--- src/rtl/ram_dual_port_param.sv ---
// Simple dual-port RAM: one byte-enabled write port, one read port with valid flag,
// 1- or 2-cycle read latency and selectable same-address read-during-write result.
module ram_dual_port_param #(
    parameter int DATA_WIDTH   = 8,
    parameter int ADDR_WIDTH   = 6,
    parameter int BYTE_W       = 8,
    parameter int READ_LATENCY = 1,
    parameter int RDW_MODE     = 0,
    localparam int NUM_BYTES   = DATA_WIDTH / BYTE_W
) (
    input  logic                  clk,
    input  logic                  rst,
    input  logic                  we,
    input  logic [ADDR_WIDTH-1:0] write_addr,
    input  logic [DATA_WIDTH-1:0] data,
    input  logic [NUM_BYTES-1:0]  be,
    input  logic                  re,
    input  logic [ADDR_WIDTH-1:0] read_addr,
    output logic [DATA_WIDTH-1:0] q,
    output logic                  q_valid
);

    localparam int DEPTH = 2 ** ADDR_WIDTH;

    generate
        if ((DATA_WIDTH % BYTE_W) != 0) begin : g_bad_width
            $error("DATA_WIDTH must be a multiple of BYTE_W");
        end
        if ((READ_LATENCY != 1) && (READ_LATENCY != 2)) begin : g_bad_latency
            $error("READ_LATENCY must be 1 or 2");
        end
    endgenerate

    logic [DATA_WIDTH-1:0] mem_q [DEPTH];
    logic [DATA_WIDTH-1:0] wr_old;
    logic [DATA_WIDTH-1:0] wr_merged;
    logic [DATA_WIDTH-1:0] rd_word;
    logic                  collision;

    // The merged word is both what gets stored and the write-through value on a collision.
    assign wr_old = mem_q[write_addr];

    genvar gi;
    generate
        for (gi = 0; gi < NUM_BYTES; gi++) begin : g_lane
            assign wr_merged[gi*BYTE_W +: BYTE_W] =
                be[gi] ? data[gi*BYTE_W +: BYTE_W] : wr_old[gi*BYTE_W +: BYTE_W];
        end
    endgenerate

    always_ff @(posedge clk) begin
        if (!rst && we && (|be)) begin
            mem_q[write_addr] <= wr_merged;
        end
    end

    assign collision = we && (write_addr == read_addr);

    always_comb begin
        rd_word = mem_q[read_addr];
        if ((RDW_MODE == 1) && collision) begin
            rd_word = wr_merged;
        end
    end

    logic [DATA_WIDTH-1:0] s1_data_q, s1_data_d;
    logic                  s1_valid_q, s1_valid_d;

    always_comb begin
        s1_data_d  = s1_data_q;
        s1_valid_d = re;
        if (re) begin
            s1_data_d = rd_word;
        end
    end

    always_ff @(posedge clk or posedge rst) begin
        if (rst) begin
            s1_data_q  <= '0;
            s1_valid_q <= 1'b0;
        end else begin
            s1_data_q  <= s1_data_d;
            s1_valid_q <= s1_valid_d;
        end
    end

    generate
        if (READ_LATENCY == 2) begin : g_lat2
            logic [DATA_WIDTH-1:0] s2_data_q, s2_data_d;
            logic                  s2_valid_q, s2_valid_d;

            // Second stage only advances on a valid slot so q holds between reads.
            always_comb begin
                s2_data_d  = s2_data_q;
                s2_valid_d = s1_valid_q;
                if (s1_valid_q) begin
                    s2_data_d = s1_data_q;
                end
            end

            always_ff @(posedge clk or posedge rst) begin
                if (rst) begin
                    s2_data_q  <= '0;
                    s2_valid_q <= 1'b0;
                end else begin
                    s2_data_q  <= s2_data_d;
                    s2_valid_q <= s2_valid_d;
                end
            end

            assign q       = s2_data_q;
            assign q_valid = s2_valid_q;
        end else begin : g_lat1
            assign q       = s1_data_q;
            assign q_valid = s1_valid_q;
        end
    endgenerate

endmodule

--- config.mk ---
export PLATFORM = sky130hd
export DESIGN_NAME = ram_dual_port_param
export DESIGN_NICKNAME = d
export VERILOG_FILES = /design/src/rtl/ram_dual_port_param.sv
export SDC_FILE = /design/constraint.sdc
export NUM_CORES = 1
export LEC_CHECK = 0
export CORE_MARGIN = 2
export CORE_UTILIZATION = 40
export DETAILED_ROUTE_END_ITERATION = 12
export MAX_ROUTING_LAYER = met4
export PLACE_DENSITY = 0.57
export SYNTH_ARGS = -nofsm -noshare
export SYNTH_HDL_FRONTEND = slang
export SYNTH_SLANG_ARGS = --single-unit
--- constraint.sdc ---
create_clock -name clk -period 3.9 [get_ports clk]
set_clock_uncertainty 0.15 [all_clocks]
set_input_delay 0.78 -clock clk [delete_from_list [all_inputs] [get_ports clk]]
set_output_delay 0.78 -clock clk [all_outputs]
set_load 0.03 [all_outputs]
# Word-level counts from Yosys, hierarchy flattened
# Memories as Yosys holds them, arrays and structs flattened. A register that Yosys moved wholly into a read port is not among the register bits.
# Cells that the tools add are included.
[totals]
reg_bits = 1
latchBits = 0
ram_bits = 512
rom_bits = 0
input_bits = 25
output_inout_bits = 9
elab_cells = 10
memories = 1
[memory_table]
columns = ["memory", "depth", "word_bits", "read_ports", "rd_ports_with_merged_regs", "write_ports", "line", "source"]
rows = [
  ["mem_q", 64, 8, 1, 1, 1, "34", "logic [DATA_WIDTH-1:0] mem_q [DEPTH];"],
]
[op_classes]
add_sub_neg = 0
mul = 0
div = 0
n_lt_le_gt_ge = 0
eq_ne = 1
shift = 0
n_mux = 3
bitwise = 0
reduce_logical = 4
[op_table]
columns = ["cell", "count"]
rows = [
  ["8-bit two-way mux", 1],
  ["1-bit logical AND", 2],
  ["1-bit two-way mux", 2],
  ["2-bit AND reduction", 1],
  ["1-bit logical NOT", 1],
  ["1-bit != test, second input constant", 1],
]

# Logic depth before layout (Yosys ltp)
# Gate-level depths: netlist (run 1).
[depth]
ltp_word = 6
depth_mapped = 8
ltp_nobuf = 5

# Worst setup path before layout (run 1)
# No wires, ideal clock.
[synth_path]
path_type = "input port to flip-flop"
startpoint = "input port read_addr[2]"
endpoint = "register s1_data_q[0] (netlist: q[0]) (read register of mem_q)"
setup_time_ps = 143
arrival_ps = 2273
required_ps = 3607
setup_slack_ps = 1334
path_stages = 8
n_path_buf = 3
path_cell_list = "buf_2 -> buf_2 -> buf_2 -> mux4_2 -> mux2i_1 -> o22ai_1 -> a221oi_1 -> o221ai_1"
[synth_lines]
columns = ["element", "line", "source"]
rows = [
  ["from (decl)", "18", "input logic [ADDR_WIDTH-1:0] read_addr,"],
  ["to (decl)", "66", "logic [DATA_WIDTH-1:0] s1_data_q, s1_data_d;"],
]

# Worst setup path after layout (run 1)
[layout_path]
startpoint = "register s1_data_q[6] (netlist: q[6]) (read register of mem_q)"
endpoint = "output port q[6]"
[layout_lines]
columns = ["element", "line", "source"]
rows = [
  ["to (decl)", "19", "output logic [DATA_WIDTH-1:0] q,"],
]
# No word-level cell between the ends.

==> results.yml, run 1 <==
final_layout:
  fin_area_sq_mm: 0.02361
  final_common_cell: "edfxtp_1"
  final_net_count: 1101
  mostFrequentLayoutCells: "edfxtp_1 (512), mux4_2 (120), buf_4 (101)"
  stdcell_count: 1789
  drive_gt1_share_pct: 30.65
  fill_cells: 4202
  area_growth_pct: 16.69
pwr:
  peakVddDrop_v: 0.0003519
  power.leakage_nw: 7.580
  power_density_mw_per_mm2: 498.0
sta:
  final-setup-viol-count: 0
  fin_setup_tns_ns: 0
  final_max_slew_viol_count: 0
  fin_ws_ns: 1.206
  fmax_mhz: 371.1
  tightestPinTransition_ns: 0.9618
  period_share_pct: 69.09
  hold_viol: 0
  slew_headroom_pct: 35.88
  rsz0062_at_grt: "no"
  min_period_ns: 2.694
synth:
  yosysWarnings: 0
  yosysTopAreaCell: "edfxtp_1"
  synth_cell_type_count: 26
  syn_avg_cell_area_sq_um: 21.64
  yosysSeqAreaShare_pct: 77.10
  synth_nets: 960
  synthTopCellsByArea: "edfxtp_1 (76%), mux4_2 (13%), mux2i_1 (2.0%)"
  synthCells: 935
  synthDominantCellAreaShare_pct: 75.98
  synth_area_sq_mm: 0.02023
  yosys_register_bits: 521
cts:
  path_clk_slew_ns: 0.06
  cts_resized: 0
  clkLatencyLatePin_ns: 0.61
  cts_setup_buffers: 0
  htreeDepth: 2
  hold_buffers: 0
  cts_root_buf: "clkbuf_16"
  cts_tree: "yes"
  cts_buffers: 54
  cts.path.max_buffers: 3
  cts_sinks: 521
drt:
  drt_iter0_markers: 891
  vias_per_cell: 5.420
  num_vias: 9696
  wire_per_inst_um: 25.89
  first_pass_iters: 7
  detail-route-antenna-nets: 0
  routed_wirelength_um: 46310
  drc_errors: 0
setup_path:
  cp_cell_sequence: "clkdlybuf4s50_1"
  crit_family: "buffers and inverters"
  reg2regPathDepth: 5
  path_max_fanout: 2
  cp.required_ns: 2.97
  r2r-start: "mem_q[53][5]"
  crit_slowest_cell: "clkdlybuf4s50_1"
  critPathBufInv: 1
  rr_endpoint: "q[5]"
  endpoint: "q[6]"
  arrival_ns: 1.76
  critical_path.max_stage_delay_ns: 0.71
  critical_path_depth: 1
  critPathCaptureType: "primary output"
  cp-startpoint: "q[6]"
  critPathLaunchType: "flop"
  rrSetupSlack_ns: 1.72
  criticalPathCategory: "flop to primary output"
placement:
  dp_slack_ns: 0.5834
  dpl_cell_area_sq_mm: 0.02194
  hpwl_um: 29160
  io_buffers: 33
  gp_congestion: 0.8021
  numPlacedInstances: 1692
grt:
  grt_max_degree: 57
  grt_pass1_wl_um: 68440
  grt-ovfl-total: 0
  antenna_found_initial: 1
  grt_use_total_pct: 18.55
  first_global_vias: 9915
outcome:
  outcome: "completed"
floorplanning:
  start_util_pct: 40.41
  core-area_sq_mm: 0.05007
  die_w_um: 228.9
  ios: 34
  die-area_sq_mm: 0.05240
  die_h_um: 228.9
  num_rows: 82
worst_hold_path:
  hold_depth: 2
  hp-class: "flop to flop"
run:
  drv_cap: 0
[cells in the mapped netlist]
master	n
a221oi_1	8
a22oi_1	16
and2_1	2
buf_1	6
buf_2	19
buf_4	3
buf_6	5
clkbuf_1	20
dfrtp_1	9
edfxtp_1	512
inv_1	9
mux2_2	32
mux2i_1	40
mux4_2	120
nand2_1	9
nand2b_1	3
nand3_1	11
nand3b_1	3
nor2_1	75
nor2b_1	4
nor3_1	1
nor3b_1	1
o221ai_1	16
o22ai_1	8
or3_1	1
or3b_2	2
[cell type report]
class | instances | area (sq um) | area share (%)
antenna | 1 | 2.502 | 0.01060
inverter | 9 | 33.78 | 0.1431
clock inverter | 24 | 224.0 | 0.9485
tap | 672 | 840.8 | 3.561
timing repair buffer | 138 | 1141 | 4.833
multi-input combinational | 352 | 4329 | 18.33
clock buffer | 72 | 1440 | 6.099
sequential | 521 | 15600 | 66.07
[per-layer routing]
layer	up-vias	GRT usage, %	wire (um)
met5	-	-	0
met4	0	5.641	1117
met3	81	3.131	2811
met2	299	27.75	21770
met1	5124	26.28	20610
li1	4192	-	-
[state kept, by name, summed over array words and instances (netlist names)]
name and count:
mem_q 512, q_valid 1, q 8
[kinds of logic (layout without fill, tap and decap cells)]
family | Yosys count | in the layout | share of synthesized area [%]
DFF | 521 | 521 | 77.10
muxes | 192 | 192 | 17.12
other | 0 | 1 | 0
buffers and inverters | 62 | 243 | 1.509
AOI/OAI and AO/OA | 48 | 48 | 1.880
and+or+nand+nor | 112 | 112 | 2.399
[power breakdown]
| group | internal [mW] | switching, mW |
|---|---|---|
| Combinational | 0.246 | 0.374 |
| Sequential | 6.17 | 0.0217 |
| Clock | 2.85 | 2.10 |
| Total | 9.26 | 2.49 |
[tightest hold or removal path: stages (launching register included)]
cell	delay [ns]
dfrtp_1	0.42
inv_1	0.07
o221ai_1	0.10
[per-stage QoR]
stage	hold WS (ns)	total power, mW	util [%]
floorplan	0.4579	6.640	-
detailed placement	0.4849	6.942	43.83
finish	0.4909	11.76	47.16
global placement	0.4920	6.934	43.83
global route	0.5024	12.12	47.16
CTS	0.4812	11.86	47.15
[worst min-delay path by stage]
stage	from	end	slack, ns
global placement	q[5]	q[5]	0.49
CTS	rst	q[6]	0.48
global route	data[6]	mem_q[32][6]	0.50
floorplan	rst	q[0]	0.46
finish	q[3]	q[3]	0.49
detailed placement	q[3]	q[3]	0.48
No activity file was read; power rests on OpenSTA's default activity.
==> inputs of run 2 (changes only) <==
- PLACE_DENSITY: 0.57 -> 0.59
- clock period: 3.9 -> 2.3 ns (I/O delays scaled with it)
==> results.yml, run 2 (synthesis gave the netlist of run 1 again) <==
pwr:
  power_density_mw_per_mm2: 806.8
  power.leakage_nw: 8.016
  totalPowerFinal_mw: 19.65
  peakVddDrop_v: 0.0007132
sta:
  slew_headroom_pct: 60.95
  fin_ws_ns: 0.1162
  final-setup-viol-count: 0
  fmax_mhz: 457.9
  min_period_ns: 2.184
  final_max_slew_viol_count: 0
  holdWs_ns: 0.2068
  rsz0062_at_grt: "no"
  tightestPinTransition_ns: 0.5857
  hold_viol: 0
  period_share_pct: 94.95
floorplanning:
  die_h_um: 228.9
  die-area_sq_mm: 0.05240
  start_util_pct: 40.41
  die_w_um: 228.9
  core-area_sq_mm: 0.05007
  num_rows: 82
  ios: 34
setup_path:
  r2r-start: "mem_q[6][3]"
  critPathBufInv: 1
  path_max_fanout: 1
  arrival_ns: 1.57
  criticalPathCategory: "flop to primary output"
  crit_family: "buffers and inverters"
  crit_slowest_cell: "clkdlybuf4s50_1"
  cp.required_ns: 1.69
  critical_path.max_stage_delay_ns: 0.66
  critPathCaptureType: "primary output"
  cp_cell_sequence: "clkdlybuf4s50_1"
  cp-startpoint: "q_valid"
  critPathLaunchType: "flop"
final_layout:
  final_net_count: 1161
  area_growth_pct: 20.39
  regMostFlops: "mem_q"
  mostFrequentLayoutCells: "edfxtp_1 (512), buf_4 (135), mux4_2 (120)"
  largest_reg_flops: 512
  n_antenna_cell: 0
  drive_gt1_share_pct: 33.84
  final_common_cell: "edfxtp_1"
  final_util_pct: 48.66
grt:
  grt-ovfl-total: 0
  antenna_found_initial: 0
  grt_pass1_wl_um: 66950
  first_global_vias: 10190
  grt_use_total_pct: 17.86
  grt_max_degree: 65
drt:
  first_pass_iters: 5
  wire_per_inst_um: 24.32
  detail-route-antenna-nets: 0
  num_vias: 9787
  drt_iter0_markers: 824
  routed_wirelength_um: 44950
  vias_per_cell: 5.296
  drc_errors: 0
run:
  drv_cap: 0
cts:
  htreeDepth: 2
  cts_buffers: 52
  cts_setup_buffers: 0
  cts.path.max_buffers: 3
  hold_buffers: 0
  clkLatencyLatePin_ns: 0.60
  cts_sinks: 521
  cts_root_buf: "clkbuf_16"
  path_clk_slew_ns: 0.06
  cts_tree: "yes"
worst_hold_path:
  hp-class: "input port to flop"
  hp-start: "data[6]"
placement:
  hpwl_um: 28910
  io_buffers: 33
  dp_slack_ns: -0.4036
  gp_congestion: 0.7929
outcome:
  outcome: "completed"
run 2: timing repair:
action                     CTS  global route
pin swaps                    0             0
gates resized for setup      7             1
cloned                       0             0
setup endpoints to repair    7             1
run 2: layer usage:
| layer | global-route usage (%) | vias up | wire [um] | share of wire, % |
|---|---|---|---|---|
| li1 | - | 4303 | - | - |
| met1 | 24.51 | 5160 | 20040 | 45 |
| met2 | 28.06 | 253 | 21760 | 48 |
| met3 | 2.695 | 71 | 2151 | 4.8 |
| met4 | 4.992 | 0 | 1000 | 2.2 |
| met5 | - | - | 0 | 0 |
run 2: cell type report:
| type | instances | area, sq um |
|---|---|---|
| clock buffers | 75 | 1460 |
| repair buffers | 200 | 1951 |
| inverters | 9 | 33.78 |
| clock inverters | 19 | 146.4 |
| well taps | 672 | 840.8 |
| fillers | 4181 | 25710 |
| multi-input cells | 352 | 4329 |
| flip-flops and latches | 521 | 15600 |
run 2: path summary, 6_finish.rpt:
check / to / slack (ns) / cells past startpoint
worst max-delay path: q_valid / 0.12 / 1
worst min-delay path: mem_q[8][6] / 0.21 / 1
worst max register to register: q[3] / 0.13 / 4
worst min register to register: q[4] / 0.46 / 2
max in group asynchronous: q[1] / 1.40 / 3
min in group asynchronous: q[3] / 0.24 / 3
run 2: where the power goes:
group	internal, mW	switching, mW
registers	10.5	0.0270
clock network	4.61	3.40
logic	0.506	0.648
run 2: through the flow:
step	cells	setup TNS [ns]	area, sq um
global placement	1754	-40.71	22760
global route	1848	0	24360
finish	1848	0	24360
detailed placement	1754	-51.07	22760
CTS	1848	0	24360
floorplan	935	0	20230
==> inputs of run 3 (changes only) <==
- CTS_CLUSTER_SIZE: default -> 24
- MAX_ROUTING_LAYER: met4 -> default
==> results.yml, run 3 (synthesis gave the netlist of run 1 again) <==
outcome:
  outcome: "completed"
sta:
  final-setup-viol-count: 0
  final_max_slew_viol_count: 0
  min_period_ns: 2.183
  period_share_pct: 94.93
  rsz0062_at_grt: "no"
  tightestPinTransition_ns: 0.5961
  fin_ws_ns: 0.1167
  fmax_mhz: 458.0
  slew_headroom_pct: 60.26
  hold_viol: 0
grt:
  first_global_vias: 10210
  antenna_found_initial: 0
  grt-busiest-layer: "met2"
  grt_pass1_wl_um: 66940
  grt_use_met1_pct: 24.40
  grt_max_degree: 65
  met3_usage_pct: 2.720
  grt_use_total_pct: 17.31
  grt-ovfl-total: 0
  use_met2_pct: 28.10
worst_hold_path:
  hp-class: "input port to flop"
  hold_depth: 1
  hp-start: "data[6]"
pwr:
  power_frac_comb_pct: 5.9
  p_int_mw: 15.58
  power_frac_clock_pct: 40.8
  totalPowerFinal_mw: 19.65
  peakVddDrop_v: 0.0007169
  switching_power_mw: 4.074
  pwr-share-seq_pct: 53.4
  power_density_mw_per_mm2: 806.7
  power.leakage_nw: 8.016
  switching_share_pct: 20.73
floorplanning:
  core-area_sq_mm: 0.05007
  die_h_um: 228.9
  die-area_sq_mm: 0.05240
  start_util_pct: 40.41
  num_rows: 82
  ios: 34
  die_w_um: 228.9
setup_path:
  critical_path_depth: 1
  criticalPathCategory: "flop to primary output"
  cp-startpoint: "q_valid"
  cp_cell_sequence: "clkdlybuf4s50_1"
  crit_family: "buffers and inverters"
  crit_slowest_cell: "clkdlybuf4s50_1"
  reg2regPathDepth: 4
  r2r-start: "mem_q[6][3]"
  cp.required_ns: 1.69
  critPathBufInv: 1
  path_max_fanout: 1
  critPathLaunchType: "flop"
  arrival_ns: 1.57
  critPathCaptureType: "primary output"
  critical_path.max_stage_delay_ns: 0.66
cts:
  htreeDepth: 2
  cts_buffers: 52
  cts_tree: "yes"
  cts_root_buf: "clkbuf_16"
  clkLatencyLatePin_ns: 0.60
  hold_buffers: 0
  cts_sinks: 521
  cts.path.max_buffers: 3
  path_clk_slew_ns: 0.06
  cts_setup_buffers: 0
final_layout:
  largest_reg_flops: 512
  fill_cells: 4181
  regMostFlops: "mem_q"
  multi_input_area_sq_mm: 0.004329
  n_antenna_cell: 0
  stdcell_count: 1848
  mostFrequentLayoutCells: "edfxtp_1 (512), buf_4 (135), mux4_2 (120)"
  area_growth_pct: 20.39
  drive_gt1_share_pct: 33.84
  final_net_count: 1161
  final-seq-area_sq_mm: 0.01560
  final_common_cell: "edfxtp_1"
drt:
  num_vias: 9753
  drc_errors: 0
  routed_wirelength_um: 44890
  vias_per_cell: 5.278
  drt_iter0_markers: 771
  wire_per_inst_um: 24.29
  first_pass_iters: 4
  detail-route-antenna-nets: 0
placement:
  hpwl_um: 28910
  numPlacedInstances: 1754
  io_buffers: 33
  dp_slack_ns: -0.4036
  gp_congestion: 0.7821
run:
  drv_cap: 0
==> run 3: per-stage QoR <==
stage / hold slack [ns] / utilization, % / cell area (sq um) / TNS, ns
4_1_cts: 0.1820 / 48.65 / 24360 / 0
5_1_grt: 0.2041 / 48.66 / 24360 / 0
3_5_place_dp: 0.4543 / 45.46 / 22760 / -51.07
2_1_floorplan: 0.1379 / - / 20230 / 0
3_3_place_gp: 0.4460 / 45.46 / 22760 / -40.71
6_report: 0.2025 / 48.66 / 24360 / 0
==> run 3: cell type report <==
class,count,area share (%)
sequential,521,64.04
clock inverter,19,0.6009
inverter,9,0.1387
clock buffer,75,5.994
tap,672,3.451
timing repair buffer,200,8.007
multi-input combinational,352,17.77
==> run 3: timing repair <==
| action | 4_1_cts | 5_1_grt |
|---|---|---|
| setup endpoints to repair | 7 | 1 |
| pin swaps | 0 | 0 |
| gates resized for setup | 7 | 1 |
==> run 3: worst paths after layout <==
path / endpoint / slack, ns
min in group asynchronous: q[3] / 0.25
max in group asynchronous: q[1] / 1.39
worst max register to register: q[3] / 0.14
worst max-delay path: q_valid / 0.12
worst min register to register: q[4] / 0.46
worst min-delay path: mem_q[8][6] / 0.20
==> run 3: power groups by stage <==
stage                     logic, mW  registers [mW]  clock network, mW
after CTS                      1.18            10.5               8.14
after floorplan               0.534            10.7                  0
after global routing           1.23            10.5               8.53
final                          1.15            10.5               8.01
after global placement         1.18            10.7                  0
after detailed placement       1.19            10.7                  0
==> run 3: layer usage <==
| metal | routed length (um) | share of wire [%] |
|---|---|---|
| met1 | 19810 | 44 |
| met5 | 0 | 0 |
| met4 | 967 | 2.2 |
| met3 | 2170 | 4.8 |
| met2 | 21940 | 49 |
